--- src/rtl/zx_frame_rx.sv ---
// Framed-packet receiver behind the zx write bus: HEAD, LEN, payload, checksum.
// Payload is staged in a FIFO, committed on a good checksum, streamed out valid/ready.
// Optional build macro FRAME_CNT_EN adds saturating ok_cnt/err_cnt frame counters.
module zx_frame_rx #(
  parameter int         DEPTH   = 16,
  parameter int         AW      = 4,
  parameter logic [7:0] HEAD    = 8'h55,
  parameter int         MAX_LEN = 8
) (
  input  logic        clk,
  input  logic        rst,
  input  logic        cs,
  input  logic        wr,
  input  logic [7:0]  din,
  output logic [7:0]  dout,
  output logic        dout_vld,
  input  logic        dout_rdy,
  output logic        frame_ok,
  output logic        frame_err,
  output logic        overflow
`ifdef FRAME_CNT_EN
  ,
  output logic [15:0] ok_cnt,
  output logic [15:0] err_cnt
`endif
);

  localparam logic [2:0] S_IDLE = 3'd0;
  localparam logic [2:0] S_LEN  = 3'd1;
  localparam logic [2:0] S_DATA = 3'd2;
  localparam logic [2:0] S_CHK  = 3'd3;
  localparam logic [2:0] S_SKIP = 3'd4;

  localparam logic [AW:0] PTR_ONE = 1;

  logic [2:0]    state;
  logic [7:0]    len;
  logic [7:0]    sum;
  logic [7:0]    cnt;
  logic [8:0]    skip;
  logic [AW:0]   wr_ptr;
  logic [AW:0]   cm_ptr;
  logic [AW:0]   rd_ptr;
  logic [7:0]    mem [DEPTH];
  logic          byte_ev;
  logic          rd_fire;
  logic          wr_en;
  logic [AW:0]   used;
  logic [31:0]   free;

  assign byte_ev  = cs & wr;
  assign used     = wr_ptr - rd_ptr;
  assign free     = 32'(DEPTH) - 32'(used);
  assign dout_vld = (cm_ptr != rd_ptr);
  assign rd_fire  = dout_vld & dout_rdy;
  assign dout     = mem[rd_ptr[AW-1:0]];
  assign wr_en    = byte_ev && (state == S_DATA);

  // Readers only ever see bytes below cm_ptr, so uncommitted entries need no reset.
  always_ff @(posedge clk) begin
    if (wr_en) mem[wr_ptr[AW-1:0]] <= din;
  end

  always_ff @(posedge clk or posedge rst) begin
    if (rst) begin
      state     <= S_IDLE;
      len       <= '0;
      sum       <= '0;
      cnt       <= '0;
      skip      <= '0;
      wr_ptr    <= '0;
      cm_ptr    <= '0;
      rd_ptr    <= '0;
      frame_ok  <= 1'b0;
      frame_err <= 1'b0;
      overflow  <= 1'b0;
    end else begin
      frame_ok  <= 1'b0;
      frame_err <= 1'b0;
      overflow  <= 1'b0;
      if (rd_fire) rd_ptr <= rd_ptr + PTR_ONE;
      if (byte_ev) begin
        case (state)
          S_IDLE: begin
            if (din == HEAD) state <= S_LEN;
          end
          S_LEN: begin
            len <= din;
            sum <= din;
            cnt <= '0;
            if (din == 8'd0 || din > 8'(MAX_LEN)) begin
              frame_err <= 1'b1;
              state     <= S_IDLE;
            end else if (32'(din) > free) begin
              // Whole frame is dropped: payload plus checksum byte.
              overflow <= 1'b1;
              skip     <= {1'b0, din} + 9'd1;
              state    <= S_SKIP;
            end else begin
              state <= S_DATA;
            end
          end
          S_DATA: begin
            wr_ptr <= wr_ptr + PTR_ONE;
            sum    <= sum + din;
            cnt    <= cnt + 8'd1;
            if (cnt + 8'd1 == len) state <= S_CHK;
          end
          S_CHK: begin
            if (din == sum) begin
              cm_ptr   <= wr_ptr;
              frame_ok <= 1'b1;
            end else begin
              wr_ptr    <= cm_ptr;
              frame_err <= 1'b1;
            end
            state <= S_IDLE;
          end
          S_SKIP: begin
            skip <= skip - 9'd1;
            if (skip == 9'd1) state <= S_IDLE;
          end
          default: state <= S_IDLE;
        endcase
      end
    end
  end

`ifdef FRAME_CNT_EN
  always_ff @(posedge clk or posedge rst) begin
    if (rst) begin
      ok_cnt  <= '0;
      err_cnt <= '0;
    end else begin
      if (frame_ok && ok_cnt != 16'hFFFF) ok_cnt <= ok_cnt + 16'd1;
      if ((frame_err || overflow) && err_cnt != 16'hFFFF) err_cnt <= err_cnt + 16'd1;
    end
  end
`endif

endmodule

--- config.mk ---
export PLATFORM = sky130hd
export DESIGN_NAME = zx_frame_rx
export DESIGN_NICKNAME = d
export VERILOG_FILES = /design/src/rtl/zx_frame_rx.sv
export SDC_FILE = /design/constraint.sdc
export NUM_CORES = 1
export LEC_CHECK = 0
export ABC_AREA = 1
export CORE_MARGIN = 3
export CORE_UTILIZATION = 60
export DETAILED_ROUTE_END_ITERATION = 7
export PLACE_DENSITY = 0.78
export SLEW_MARGIN = 20
export SYNTH_ARGS = -nofsm -noshare
export SYNTH_HDL_FRONTEND = slang
export SYNTH_SLANG_ARGS = --single-unit
--- constraint.sdc ---
create_clock -name clk -period 3.62 [get_ports clk]
set_clock_uncertainty 0.2 [all_clocks]
set_input_delay 0.362 -clock clk [delete_from_list [all_inputs] [get_ports clk]]
set_output_delay 0.362 -clock clk [all_outputs]
set_load 0.01 [all_outputs]
==> summary.txt, run 1 <==
CTS
  • H-tree levels: 4
  • Num Clock Sinks: 182
  • Clock Pin Slew Worst Setup and Hold Paths: 0.07 ns
  • Clock Path Buffers: 2
  • CTS tree: built
  • Root buffer cell: clkbuf_16
  • CTS buffer count: 17
  • CTS Hold Bufs: 0
  • Clock Latency Late Sink: 0.44 ns
  • CTS resizes: 0
  • Setup bufs post-CTS: 0

Job
  • Total of max-cap violations: 0

Die
  • Area of the core: 0.0142 mm2
  • Die Y: 128 um
  • Starting Density: 62.9%
  • I/O pin cnt: 25
  • Die ar.: 0.0164 mm2
  • Die width: 128 um
  • Row count: 43

Synthesis
  • Syn_area_per_cell: 9.92 um2
  • Register area share after synthesis: 58.1%
  • Synth cell types: 39
  • Top_reg_cell synth: edfxtp_1
  • Syn_nets: 947
  • Syn. warnings: 0
  • Synth async-reset ratio: 29.7%
  • Cells after synthesis: 901
  • Number of flops mapped to enable cells by yosys: 128
  • Mapped Area: 0.00894 mm2
  • FF+latch count, synth: 182

Setup path
  • Startpoint Class: register
  • R2r setup slk: 0.30 ns
  • FF-to-FF Start: wr_ptr[0]$_DFFE_PP0P_
  • Crit-path max FO: 12
  • Endpoint class of the critical path: register
  • Reg2Reg Capture Point: skip[4]$_DFFE_PP0P_
  • End point of the critical path: skip[4]$_DFFE_PP0P_
  • Cells on worst reg2reg path: 17
  • CP arrival: 3.49 ns
  • WS Path Type: register to register
  • Worst setup path start: wr_ptr[0]$_DFFE_PP0P_
  • Critical Path RT: 3.78 ns

GRT
  • Largest net degree at the start of global routing: 68
  • Global route overflow: 0
  • First-pass GRT wire length: 34000 um
  • GRT Overall Usage: 27.1%
  • Initial antenna violation count: 0
  • Vias in the first global route: 6493

Finish
  • Diode count: 0
  • Syn-to-layout area delta: 13.5%
  • Final core utilization: 71.4%
  • Post-route insts no fill: 1145
  • Register area: 0.00520 mm2
  • # fillers: 1014
  • Proportion of layout cells with a drive suffix above 1: 11.4%
  • Nets: 998
  • Area occupied by multi-input gates: 0.00331 mm2

Outcome
  • Status: finished clean

Pwr
  • PwrDens: 728 mW/mm2
  • Total Power: 0.00739 W
  • IR drop worst, VDD: 467 uV
  • Pleak: 4.03 nW

Detailed routing
  • Drt drc: 0
  • Vias/cell: 5.92
  • DR vias: 6780
  • Drt total wl: 21000 um
  • Pre-antenna DRT Iters: 5
  • Initial DRC count: 530
  • Post-DRT Antenna Nets: 0
  • Wire length per cell: 18.4 um

STA
  • Setup slack after layout: 0.298 ns
  • Max Freq: 301 MHz
  • Slew @ Worst Pin: 0.804 ns
  • Final hold vios: 0
  • Rel. slew slack: 46.0%
  • Post-Route Setup TNS: 0 ns
  • Final period utilization: 91.8%
  • Setup violators final: 0
  • Slew Limit Fails: 0
  • Crit path time final: 3.32 ns
  • RSZ-0062 raised after global routing: false

Placement
  • Place WS: 0.357 ns
  • Detailed placer's ending HPWL: 14100 um
  • Placed cells: 1113
  • GPL Wtd Cong: 0.892
  • Port-buffer cells: 24

Hold path
  • Hold crit path type: input pin to async pin
## metrics by stage
step	instance area, um2	hold WS, ns
2_1_floorplan	8940	0.253
3_3_place_gp	9550	0.271
3_5_place_dp	9550	0.273
4_1_cts	10100	0.144
5_1_grt	10100	0.186
6_report	10100	0.133
## cell usage in the layout, fill, tap and decap left out, types with 14 or more instances in the layout
master / Yosys / layout
inv_1: 64 / 62
nand2_1: 154 / 154
edfxtp_1: 128 / 128
nand3_1: 52 / 52
ha_1: 31 / 31
a21oi_1: 27 / 27
o22ai_1: 30 / 30
xor2_1: 14 / 14
o21ai_0: 98 / 98
clkdlybuf4s50_1: 0 / 24
nor2_1: 116 / 116
buf_4: 1 / 39
clkbuf_16: 0 / 17
dfrtp_1: 54 / 53
## registers in the layout, indices dropped and copies added, names as in the netlist
register   flops
cm_ptr         5
cnt            8
frame_err      1
frame_ok       1
len            8
mem          128
overflow       1
rd_ptr         5
skip           9
state          3
sum            8
wr_ptr         5
## kinds of logic (layout without fill, tap and decap cells)
| group | after synthesis | in the layout | synth area share (%) |
|---|---|---|---|
| compound gates | 195 | 195 | 12.5 |
| flops | 182 | 182 | 58.1 |
| simple gates | 363 | 363 | 17.6 |
| xor+xnor | 22 | 22 | 2.16 |
| fa+ha+maj | 33 | 33 | 4.79 |
| buf+inv | 106 | 170 | 4.83 |
## final cells by class
class                           instances  share of cell area [%]
Inverter                               75                    2.79
Clock buffer                           18                    4.23
Timing Repair Buffer                   63                    5.25
Clock inverter                         14                    1.64
Tap cell                              180                    2.22
Sequential cell                       182                    51.2
Multi-Input combinational cell        613                    32.6
## synthesized netlist by cell type (6+ instances only)
library cell	n	area share, %
o221ai_1	13	1.3
o211ai_1	12	1.0
clkbuf_1	19	0.80
nor2_1	116	4.9
xor2_1	14	1.4
inv_1	64	2.7
nand4_1	7	0.49
xnor2_1	8	0.78
edfxtp_1	128	43
nand2_1	154	6.5
buf_2	10	0.56
inv_2	9	0.38
o22ai_1	30	2.1
o21ai_0	98	5.5
dfrtp_1	54	15
ha_1	31	4.3
nand3_1	52	2.9
nor3_1	6	0.34
a21oi_1	27	1.5
nand2_2	13	0.91
## power breakdown
part	internal [W]	switching (W)	leakage, nW	total [W]
clock	0.00104	0.000827	0.281	0.00187
sequential	0.00244	0.000178	1.82	0.00261
combinational	0.00112	0.00179	1.92	0.00291
total	0.00460	0.00279	4.03	0.00739
## routing by layer
metal | routed length (um) | up-vias | global-route usage, %
met5 | 0 | - | 0
met4 | 649 | 0 | 12.0
met2 | 10400 | 256 | 43.7
met3 | 1370 | 43 | 4.71
li1 | - | 3239 | -
met1 | 8660 | 3242 | 36.3
## worst max-delay path, cell delays in order, from the launching register on
cell	delay, ns
dfrtp_1	0.39
inv_1	0.14
ha_1	0.25
fa_1	0.52
ha_1	0.19
nand4_1	0.11
xor2_1	0.16
ha_1	0.28
nand2_1	0.04
nor2_1	0.12
nand2_1	0.07
nand2_1	0.06
nand3_2	0.10
nand2_2	0.07
nand2_2	0.10
inv_2	0.26
nand2_1	0.11
o21ai_2	0.06
## worst min path at each step
stage / start / end / slack (ns) / depth (start not counted)
6_report: rst / cnt[3]$_DFFE_PP0P_ / 0.13 / 2
3_5_place_dp: sum[6]$_DFFE_PP0P_ / sum[6]$_DFFE_PP0P_ / 0.27 / 2
3_3_place_gp: sum[6]$_DFFE_PP0P_ / sum[6]$_DFFE_PP0P_ / 0.27 / 2
5_1_grt: rst / cnt[3]$_DFFE_PP0P_ / 0.19 / 2
4_1_cts: rst / cnt[3]$_DFFE_PP0P_ / 0.14 / 2
2_1_floorplan: sum[6]$_DFFE_PP0P_ / sum[6]$_DFFE_PP0P_ / 0.25 / 2
Note: power is estimated with default switching activity, not from simulation.
==> inputs of run 2 (changes only) <==
--- a/config.mk
+++ b/config.mk
@@ -9,6 +9,7 @@
 export CORE_MARGIN = 3
 export CORE_UTILIZATION = 60
 export DETAILED_ROUTE_END_ITERATION = 7
+export MAX_ROUTING_LAYER = met4
 export PLACE_DENSITY = 0.78
 export SLEW_MARGIN = 20
 export SYNTH_ARGS = -nofsm -noshare
==> run 2 against run 1 <==
Non-clock buffer count stayed put. Count of clock-buffer cells in the layout is the same. Sequential share of layout area unchanged.
==> summary.txt, run 2 (same netlist as run 1, synthesis figures left out) <==
Outcome
  • Status: finished clean

Die
  • Die Y: 128 um (unchanged)
  • Row count: 43 (unchanged)
  • Area of the core: 0.0142 mm2 (unchanged)
  • Die width: 128 um (unchanged)
  • Starting Density: 62.9% (unchanged)
  • Die ar.: 0.0164 mm2 (unchanged)
  • I/O pin cnt: 25 (unchanged)

Detailed routing
  • Wire length per cell: 18.4 um (about the same)
  • Drt drc: 0 (unchanged)
  • DR vias: 6771 (-0.13%)
  • Post-DRT Antenna Nets: 0 (unchanged)
  • Pre-antenna DRT Iters: 5 (unchanged)
  • Drt total wl: 21100 um (about the same)
  • Vias/cell: 5.91 (-0.13%)
  • Initial DRC count: 594 (+12%)

GRT
  • Global route overflow: 0 (unchanged)
  • First-pass GRT wire length: 34000 um (about the same)
  • Vias in the first global route: 6474 (-0.29%)
  • Largest net degree at the start of global routing: 68 (unchanged)
  • GRT Overall Usage: 27.9% (+0.87 points)
  • Initial antenna violation count: 0 (unchanged)

Setup path
  • CP arrival: 3.49 ns (about the same)
  • FF-to-FF Start: wr_ptr[0]$_DFFE_PP0P_
  • R2r setup slk: 0.30 ns (about the same)
  • Startpoint Class: register
  • Reg2Reg Capture Point: skip[4]$_DFFE_PP0P_
  • WS Path Type: register to register
  • Crit-path max FO: 12 (unchanged)
  • Cells on worst reg2reg path: 17 (unchanged)
  • Critical Path RT: 3.78 ns (about the same)
  • Endpoint class of the critical path: register

STA
  • Max Freq: 301 MHz (about the same)
  • Crit path time final: 3.32 ns (-0.000649 ns)
  • Setup slack after layout: 0.298 ns (+0.000649 ns)
  • Final period utilization: 91.8% (about the same)
  • Post-Route Setup TNS: 0 ns (unchanged)
  • Slew Limit Fails: 0 (unchanged)
  • Rel. slew slack: 47.4% (+1.4 points)
  • Setup violators final: 0 (unchanged)
  • Slew @ Worst Pin: 0.783 ns (-0.0214 ns)
  • RSZ-0062 raised after global routing: false
  • Final hold vios: 0 (unchanged)
  • Hold slack: 0.133 ns (-0.0000170 ns)

Placement
  • Place WS: 0.357 ns (unchanged)
  • Detailed placer's ending HPWL: 14100 um (unchanged)
  • GPL Wtd Cong: 0.907 (+1.7%)
  • Port-buffer cells: 24 (unchanged)

Pwr
  • PwrDens: 729 mW/mm2 (about the same)
  • IR drop worst, VDD: 464 uV (-0.72%)
  • Pleak: 4.03 nW (unchanged)

Finish
  • Diode count: 0 (unchanged)
  • Proportion of layout cells with a drive suffix above 1: 11.4% (unchanged)
  • Commonest cells after routing, fill and taps aside: 154 x nand2_1, 128 x edfxtp_1, 116 x nor2_1, 98 x o21ai_0, 62 x inv_1
  • Max reg flops: 128 (unchanged)
  • Nets: 998 (unchanged)
  • Commonest non-fill, non-tap cell in the layout: nand2_1
  • Final core utilization: 71.4% (unchanged)
  • Syn-to-layout area delta: 13.5% (unchanged)

Hold path
  • Hold crit path type: input pin to async pin

CTS
  • Clock Latency Late Sink: 0.44 ns (about the same)
  • CTS resizes: 0 (unchanged)
  • Num Clock Sinks: 182 (unchanged)
  • Clock Path Buffers: 2 (unchanged)
  • CTS Hold Bufs: 0 (unchanged)
  • Setup bufs post-CTS: 0 (unchanged)
  • Root buffer cell: clkbuf_16
  • H-tree levels: 4 (unchanged)
  • CTS tree: built
  • CTS buffer count: 17 (unchanged)
  • Clock Pin Slew Worst Setup and Hold Paths: 0.07 ns (about the same)

Job
  • Total of max-cap violations: 0 (unchanged)
==> run 2: cell counts in the layout (fill, tap and decap cells not counted) <==
Identical to the previous run, type by type.
==> run 2: final cells by class <==
cell class	count	area [um2]
clock inverter	14	166
timing repair buffer	63	533
multi-input combinational	613	3310
sequential	182	5200
inverter	75	283
clock buffer	18	429
fill	1014	4060
tap	180	225
==> run 2: power breakdown <==
part | internal, W | leakage [nW] | total (W) | switching [W]
clock network | 0.00104 | 0.281 | 0.00187 | 0.000826
logic | 0.00112 | 1.92 | 0.00292 | 0.00179
registers | 0.00244 | 1.82 | 0.00261 | 0.000175
total | 0.00460 | 4.03 | 0.00739 | 0.00279
==> run 2: worst max path at each step <==
| stage | to | cells past startpoint | startpoint |
|---|---|---|---|
| 2_1_floorplan | skip[1]$_DFFE_PP0P_ | 20 | rd_ptr[1]$_DFFE_PP0P_ |
| 3_3_place_gp | skip[4]$_DFFE_PP0P_ | 17 | wr_ptr[0]$_DFFE_PP0P_ |
| 3_5_place_dp | skip[2]$_DFFE_PP0P_ | 17 | wr_ptr[0]$_DFFE_PP0P_ |
| 4_1_cts | skip[4]$_DFFE_PP0P_ | 17 | wr_ptr[0]$_DFFE_PP0P_ |
| 5_1_grt | skip[2]$_DFFE_PP0P_ | 20 | wr_ptr[0]$_DFFE_PP0P_ |
| 6_report | skip[4]$_DFFE_PP0P_ | 17 | wr_ptr[0]$_DFFE_PP0P_ |
==> run 2: critical path, stage by stage, from the launching register on <==
cell,delay [ns]
dfrtp_1,0.39
inv_1,0.14
ha_1,0.25
fa_1,0.52
ha_1,0.19
nand4_1,0.11
xor2_1,0.16
ha_1,0.28
nand2_1,0.04
nor2_1,0.12
nand2_1,0.07
nand2_1,0.06
nand3_2,0.10
nand2_2,0.07
nand2_2,0.10
inv_2,0.26
nand2_1,0.11
o21ai_2,0.06
==> run 2: per-stage QoR <==
step           power, W  cell area, um2  std cells
2_1_floorplan   0.00466            8940        901
3_3_place_gp    0.00542            9550       1113
3_5_place_dp    0.00552            9550       1113
4_1_cts         0.00739           10100       1145
5_1_grt         0.00789           10100       1145
6_report        0.00739           10100       1145
==> run 2: routing by layer <==
metal	track usage [%]	wire (um)	vias to the layer above
li1	-	-	3240
met1	36.5	8830	3223
met2	43.5	10300	261
met3	4.96	1280	47
met4	11.9	639	0
met5	-	0	-
